**src/rtl/inst_fetch_sequencer_pkg.sv**
```systemverilog
// Shared fetch definitions: state encoding, fetch geometry and the
// little-endian byte-lane helper (also used by the data-memory load path).
package fetch_pkg;

  typedef enum logic [0:0] {
    FETCH = 1'b0,
    VALID = 1'b1
  } fetch_state_e;

  localparam int INST_BYTES = 4;
  localparam int PC_STEP    = 4;

  // Returns word with byte lane 'lane' (bits 8*lane+7 : 8*lane) replaced by data.
  function automatic logic [31:0] le_lane_write(input logic [31:0] word,
                                                input logic [1:0]  lane,
                                                input logic [7:0]  data);
    logic [31:0] result;
    result = word;
    result[{lane, 3'b000} +: 8] = data;
    return result;
  endfunction

endpackage

```
**src/rtl/inst_fetch_sequencer_if.sv**
```systemverilog
// Bundle of the instruction-memory, decode and redirect signals seen by the
// fetch sequencer. master = sequencer side, slave = memory/decode/execute side.
interface inst_fetch_sequencer_if #(
  parameter int XLEN = 64
);

  logic [XLEN-1:0] Mem_Addr;
  logic            Mem_Rd_En;
  logic [7:0]      Mem_Byte;
  logic [31:0]     Instruction;
  logic            Inst_Valid;
  logic            Inst_Ready;
  logic [XLEN-1:0] Inst_PC;
  logic            Redirect;
  logic [XLEN-1:0] Redirect_PC;

  modport master (
    output Mem_Addr, Mem_Rd_En, Instruction, Inst_Valid, Inst_PC,
    input  Mem_Byte, Inst_Ready, Redirect, Redirect_PC
  );

  modport slave (
    input  Mem_Addr, Mem_Rd_En, Instruction, Inst_Valid, Inst_PC,
    output Mem_Byte, Inst_Ready, Redirect, Redirect_PC
  );

endinterface

```
**src/rtl/inst_fetch_sequencer.sv**
```systemverilog
// Instruction fetch sequencer: reads four bytes per instruction from a
// byte-wide memory, assembles them little-endian and offers the word to
// decode over valid/ready. Redirects from execute restart fetch at any time.
//
// state | meaning
// FETCH | reading byte k (0..3) at PC+k into lane k
// VALID | assembled word presented, waiting for Inst_Ready
module inst_fetch_sequencer
  import fetch_pkg::*;
#(
  parameter int              XLEN     = 64,
  parameter logic [XLEN-1:0] RESET_PC = '0,
  parameter int              CNT_W    = 32
) (
  input  logic                          clk,
  input  logic                          reset,
  inst_fetch_sequencer_if.master        bus,
  output logic                          Misaligned,
  output logic [CNT_W-1:0]              Retired_Count
);

  localparam logic [0:0] S_FETCH = FETCH;
  localparam logic [0:0] S_VALID = VALID;
  localparam logic [1:0] LAST_K  = 2'(INST_BYTES - 1);

  logic [0:0]      state;
  logic [1:0]      k;
  logic [XLEN-1:0] pc;
  logic [31:0]     instr;
  logic            inst_valid;
  logic [XLEN-1:0] inst_pc;
  logic            handshake;

  // Memory read port and decode outputs are direct views of the state.
  assign bus.Mem_Rd_En   = (state == S_FETCH);
  assign bus.Mem_Addr    = pc + XLEN'(k);
  assign bus.Instruction = instr;
  assign bus.Inst_Valid  = inst_valid;
  assign bus.Inst_PC     = inst_pc;

  assign handshake = (state == S_VALID) && inst_valid && bus.Inst_Ready;

  // Fetch FSM, byte assembler, retired counter and misalignment flag.
  always_ff @(posedge clk or posedge reset) begin
    if (reset) begin
      state         <= S_FETCH;
      k             <= 2'd0;
      pc            <= RESET_PC;
      instr         <= 32'h0;
      inst_valid    <= 1'b0;
      inst_pc       <= RESET_PC;
      Misaligned    <= 1'b0;
      Retired_Count <= '0;
    end else begin
      Misaligned <= bus.Redirect && (|bus.Redirect_PC[1:0]);

      // A handshake coincident with a redirect still retires the instruction.
      if (handshake) begin
        Retired_Count <= Retired_Count + CNT_W'(1);
      end

      if (bus.Redirect) begin
        // Partial bytes are dropped: k restarts and lanes get overwritten.
        pc         <= {bus.Redirect_PC[XLEN-1:2], 2'b00};
        k          <= 2'd0;
        state      <= S_FETCH;
        inst_valid <= 1'b0;
      end else begin
        case (state)
          S_FETCH: begin
            instr <= le_lane_write(instr, k, bus.Mem_Byte);
            k     <= k + 2'd1;
            if (k == LAST_K) begin
              state      <= S_VALID;
              inst_valid <= 1'b1;
              inst_pc    <= pc;
            end
          end
          S_VALID: begin
            if (bus.Inst_Ready) begin
              inst_valid <= 1'b0;
              pc         <= pc + XLEN'(PC_STEP);
              k          <= 2'd0;
              state      <= S_FETCH;
            end
          end
          default: begin
            state <= S_FETCH;
            k     <= 2'd0;
          end
        endcase
      end
    end
  end

endmodule

```
**src/flat_wrapper.sv**
```systemverilog
// flat-port wrapper written by rule: the top's interface ports become plain ports
module inst_fetch_sequencer_flat import fetch_pkg::*;
#(
  parameter int              XLEN     = 64,
  parameter logic [XLEN-1:0] RESET_PC = '0,
  parameter int              CNT_W    = 32
)
  (clk, reset, Misaligned, Retired_Count, bus_Mem_Addr, bus_Mem_Rd_En, bus_Instruction, bus_Inst_Valid, bus_Inst_PC, bus_Mem_Byte, bus_Inst_Ready, bus_Redirect, bus_Redirect_PC);
  inst_fetch_sequencer_if #(.XLEN(XLEN)) bus_i ();
  input  logic clk;
  input  logic reset;
  output logic Misaligned;
  output logic [CNT_W-1:0] Retired_Count;
  output wire logic [$bits(bus_i.Mem_Addr)-1:0] bus_Mem_Addr;
  output wire logic [$bits(bus_i.Mem_Rd_En)-1:0] bus_Mem_Rd_En;
  output wire logic [$bits(bus_i.Instruction)-1:0] bus_Instruction;
  output wire logic [$bits(bus_i.Inst_Valid)-1:0] bus_Inst_Valid;
  output wire logic [$bits(bus_i.Inst_PC)-1:0] bus_Inst_PC;
  input wire logic [$bits(bus_i.Mem_Byte)-1:0] bus_Mem_Byte;
  input wire logic [$bits(bus_i.Inst_Ready)-1:0] bus_Inst_Ready;
  input wire logic [$bits(bus_i.Redirect)-1:0] bus_Redirect;
  input wire logic [$bits(bus_i.Redirect_PC)-1:0] bus_Redirect_PC;
  assign bus_Mem_Addr = bus_i.Mem_Addr;
  assign bus_Mem_Rd_En = bus_i.Mem_Rd_En;
  assign bus_Instruction = bus_i.Instruction;
  assign bus_Inst_Valid = bus_i.Inst_Valid;
  assign bus_Inst_PC = bus_i.Inst_PC;
  assign bus_i.Mem_Byte = bus_Mem_Byte;
  assign bus_i.Inst_Ready = bus_Inst_Ready;
  assign bus_i.Redirect = bus_Redirect;
  assign bus_i.Redirect_PC = bus_Redirect_PC;
  inst_fetch_sequencer #(.XLEN(XLEN), .RESET_PC(RESET_PC), .CNT_W(CNT_W)) u_core (.clk(clk), .reset(reset), .bus(bus_i), .Misaligned(Misaligned), .Retired_Count(Retired_Count));
endmodule
```
**config.mk**
```make
export PLATFORM = sky130hd
export DESIGN_NAME = inst_fetch_sequencer_flat
export DESIGN_NICKNAME = d
export VERILOG_FILES = /design/src/rtl/inst_fetch_sequencer_pkg.sv /design/src/rtl/inst_fetch_sequencer_if.sv /design/src/rtl/inst_fetch_sequencer.sv /design/src/flat_wrapper.sv
export SDC_FILE = /design/constraint.sdc
export NUM_CORES = 1
export LEC_CHECK = 0
export ABC_AREA = 1
export BUFFER_PORTS_ARGS = -buffer_cell sky130_fd_sc_hd__buf_2
export CORE_ASPECT_RATIO = 0.7
export CORE_MARGIN = 3
export CORE_UTILIZATION = 35
export CTS_CLUSTER_DIAMETER = 200
export DETAILED_ROUTE_END_ITERATION = 8
export GPL_ROUTABILITY_DRIVEN = 0
export PLACE_DENSITY = 0.61
export SLEW_MARGIN = 20
export SYNTH_ARGS = -nofsm -noshare
export SYNTH_HDL_FRONTEND = slang
export SYNTH_SLANG_ARGS = --single-unit
```
**constraint.sdc**
```tcl
create_clock -name clk -period 6.3 [get_ports clk]
set_input_delay 1.26 -clock clk [delete_from_list [all_inputs] [get_ports clk]]
set_output_delay 1.26 -clock clk [all_outputs]
set_load 0.05 [all_outputs]
```
==> results.md <==
* Main combinational cell family by area after synthesis: simple AND/OR/NAND/NOR gates
* Fin crit period at 3240 ps
* Core footprint at 0.0295 mm^2
* Largest cells by area after synthesis: dfrtp_1 45%, nand2_1 14%, o21ai_0 6.7%
* Worst Setup SP: bus_Redirect
* Post-DR wirelength/cell at 18.4 um
* Antenna cell count at 0
* CP bufs+invs at 5
* DP Area at 0.0122 mm^2
* Arr. time, crit path at 3590 ps
* Die area at 0.0329 mm^2
* Met2 Use GR at 0.330
* Top cell type's share of synthesized area at 0.450
* Hold Crit Class: reg -> reg
* Routed Wire Length at 38.1 mm
* #FFs+latches synth at 193
* Final worst path period share at 0.515
* Worst Min Path Start: u_core.Retired_Count[31]
* Synth Area in Simple Gates at 0.307
* Crit end category: flip-flop
* Htree depth at 4
* Status: finished, final reports clean
* Complex-gate fraction of the synthesized area at 0.0935
* IO Count at 271
* Met3 usage at 0.0472
* CP startpoint kind: input pin
* Fin nets at 1739
* RSZ-0062 raised after global routing: no
* Post CTS Setup Buffer Count at 0
* Hold buffer count at CTS at 0
* Leakage Power at 6.60 nW
* FFs w/ async S/R, synth at 1.00
* Vias at 10400
* Remaining DRCs at 0
* Number of slew-limit violations in the final report at 0
* Cell row count at 52
* Worst path max stage delay at 740 ps
* Crit path required time at 6650 ps
* Sequential fraction of the synthesis area at 0.450
* Mapped cell area at 0.0107 mm^2
* Gr busiest metal: met1
* CTS tree: built
* Most common cell in the synthesized netlist: nand2_1
* Grt ovf at 0
* Largest net degree at the start of global routing at 148
* F_max at 308 MHz
* Worst-margin pin slew at 919 ps
* Post-synth EDFFs at 0
* Clk_lat worst skew at 460 ps
* Design Area, Final at 0.0129 mm^2
* GRT Util Overall at 0.231
* Yosys top cell by area: dfrtp_1
* Post-synth top flop: dfrtp_1
* Synth Area in XOR/XNOR at 0.0367
* Hold path depth at 1
* Setup violators final at 0
* Hold_ws at 474 ps
* Initial antenna violation count at 0
* TritonCTS Sinks at 193
* Distinct cell type count after synthesis at 43
* Vias in the first global route at 9824
* Crit Path Category: in -> reg
* Reg2reg path depth at 9
* CP Cell Sequence: buf_2 > buf_4 > nor2_4 > clkinv_1 > buf_4 > o21ai_0 > inv_1 > nand2_1 > nand2_1
* Max-cap violations at 0
* CP top delay family: buffers and inverters
* R2R Setup Slk at 3700 ps
* Die W at 215 um
* Synth top cells by count: 414 x nand2_1, 193 x dfrtp_1, 150 x inv_1, 150 x nor2_1, 144 x o21ai_0
* Layout cells sized above 1 at 0.212
* Fin. Hold Viols at 0
* Via density at 5.00
* Starting Density at 0.364
* Syn Inst Count at 1462
* Clock transition at path regs at 70 ps
* Adder-cell area share of the yosys netlist at 0.00932
* Post-CTS Resized at 0
* Post-route setup TNS at 0 ps
* Max IR drop VDD at 0.000225 V
* IO Port Bufs at 268
* Final ANT Viol Nets at 0
* First-pass GRT wire length at 59.2 mm
* DRT iter0 DRCs at 965
* Syn. warnings at 0
* Clk_skew at 12.5 ps
* Grt met1 use at 0.357
* Die Y at 153 um
* CTS root buf: clkbuf_16
* Num CTS Buffers at 17
* Fill cells at 3088
* Critical path peak fanout at 51
* Longest Clk Path Bufs at 2
* Slowest CP cell: nor2_4
* Synth-to-Final Area Change at 19.8%
* DP Wirelength at 29.4 mm
* Mux cell area share after synthesis at 0.00734
* Syn avg cell area at 7.35 um^2
* Reg-to-Reg Start: u_core.state
* CP Depth at 9
* PwrDens at 357 mW/mm^2
* Drt pass-1 iters at 6
* Slew HR at 0.387
## worst register-to-register path, stage by stage (launching register included)
cell and delay (ps):
dfrtp_1 440, nand2_4 170, inv_6 70, nor2_4 640, clkinv_1 480, buf_4 360, o21ai_0 160, inv_1 60
nand2_1 60, nand2_1 40
## logic make-up after synthesis
logic type      after synthesis
fa+ha+maj                     8
flops                       193
other cells                   1
buf+inv                     258
compound gates              185
xor+xnor                     45
simple gates                765
mux                           7
## final cells by class
class	count	area, um^2	share of cell area
repair buffers	275	1420	0.110
flip-flops and latches	193	4830	0.375
inverters	156	594	0.0462
multi-input cells	1012	4890	0.380
well taps	405	507	0.0394
clock buffers	18	439	0.0341
clock inverters	14	189	0.0147
## metal layers
layer / up-vias / wire (um)
li1: 4998 / -
met1: 4894 / 18600
met2: 444 / 15700
met3: 35 / 3080
met4: 0 / 602
met5: - / 0
## sequential cells by signal, indices dropped and copies added, names as in the netlist
name / flops
u_core.bus.Instruction: 32
u_core.bus.Inst_PC: 62
u_core.pc: 62
u_core.state: 1
u_core.Misaligned: 1
u_core.Retired_Count: 32
u_core.bus.Inst_Valid: 1
u_core.k: 2
## final timing paths
path | to
worst max-delay path | u_core.pc[43]
worst min-delay path | u_core.Retired_Count[31]
worst max register to register | u_core.pc[43]
worst min register to register | u_core.Retired_Count[31]
max in group asynchronous | u_core.pc[9]
min in group asynchronous | u_core.bus.Instruction[16]
## power by group
part	internal (mW)	switching, mW	total [mW]	leakage (nW)
Clock	0.619	0.566	1.19	0.305
Combinational	0.349	1.37	1.72	3.83
Sequential	1.49	0.192	1.68	2.46
## layout by cell type (no fill, tap or decap), types with 6 or more instances in the layout
master	instances
nand2_1	413
buf_2	268
dfrtp_1	193
inv_1	149
nor2_1	149
o21ai_0	144
nand3_1	124
xor2_1	32
nand4_1	27
clkbuf_16	17
o211ai_1	14
xnor2_1	13
nor2_2	12
nor3_1	11
nor2_4	8
ha_1	8
mux2_2	7
o21bai_1	7
nand2_2	6
a21oi_1	6
## metrics by stage
stage | setup slack (ps) | utilization | power, mW | instances
after floorplan | 2550 | - | 2.96 | 1463
after global placement | 2690 | 0.414 | 3.42 | 2040
after detailed placement | 2600 | 0.414 | 3.44 | 2040
after CTS | 3100 | 0.435 | 4.63 | 2072
after global routing | 2840 | 0.436 | 4.81 | 2073
final | 3060 | 0.436 | 4.59 | 2073
No activity file was read; power rests on OpenSTA's default activity.
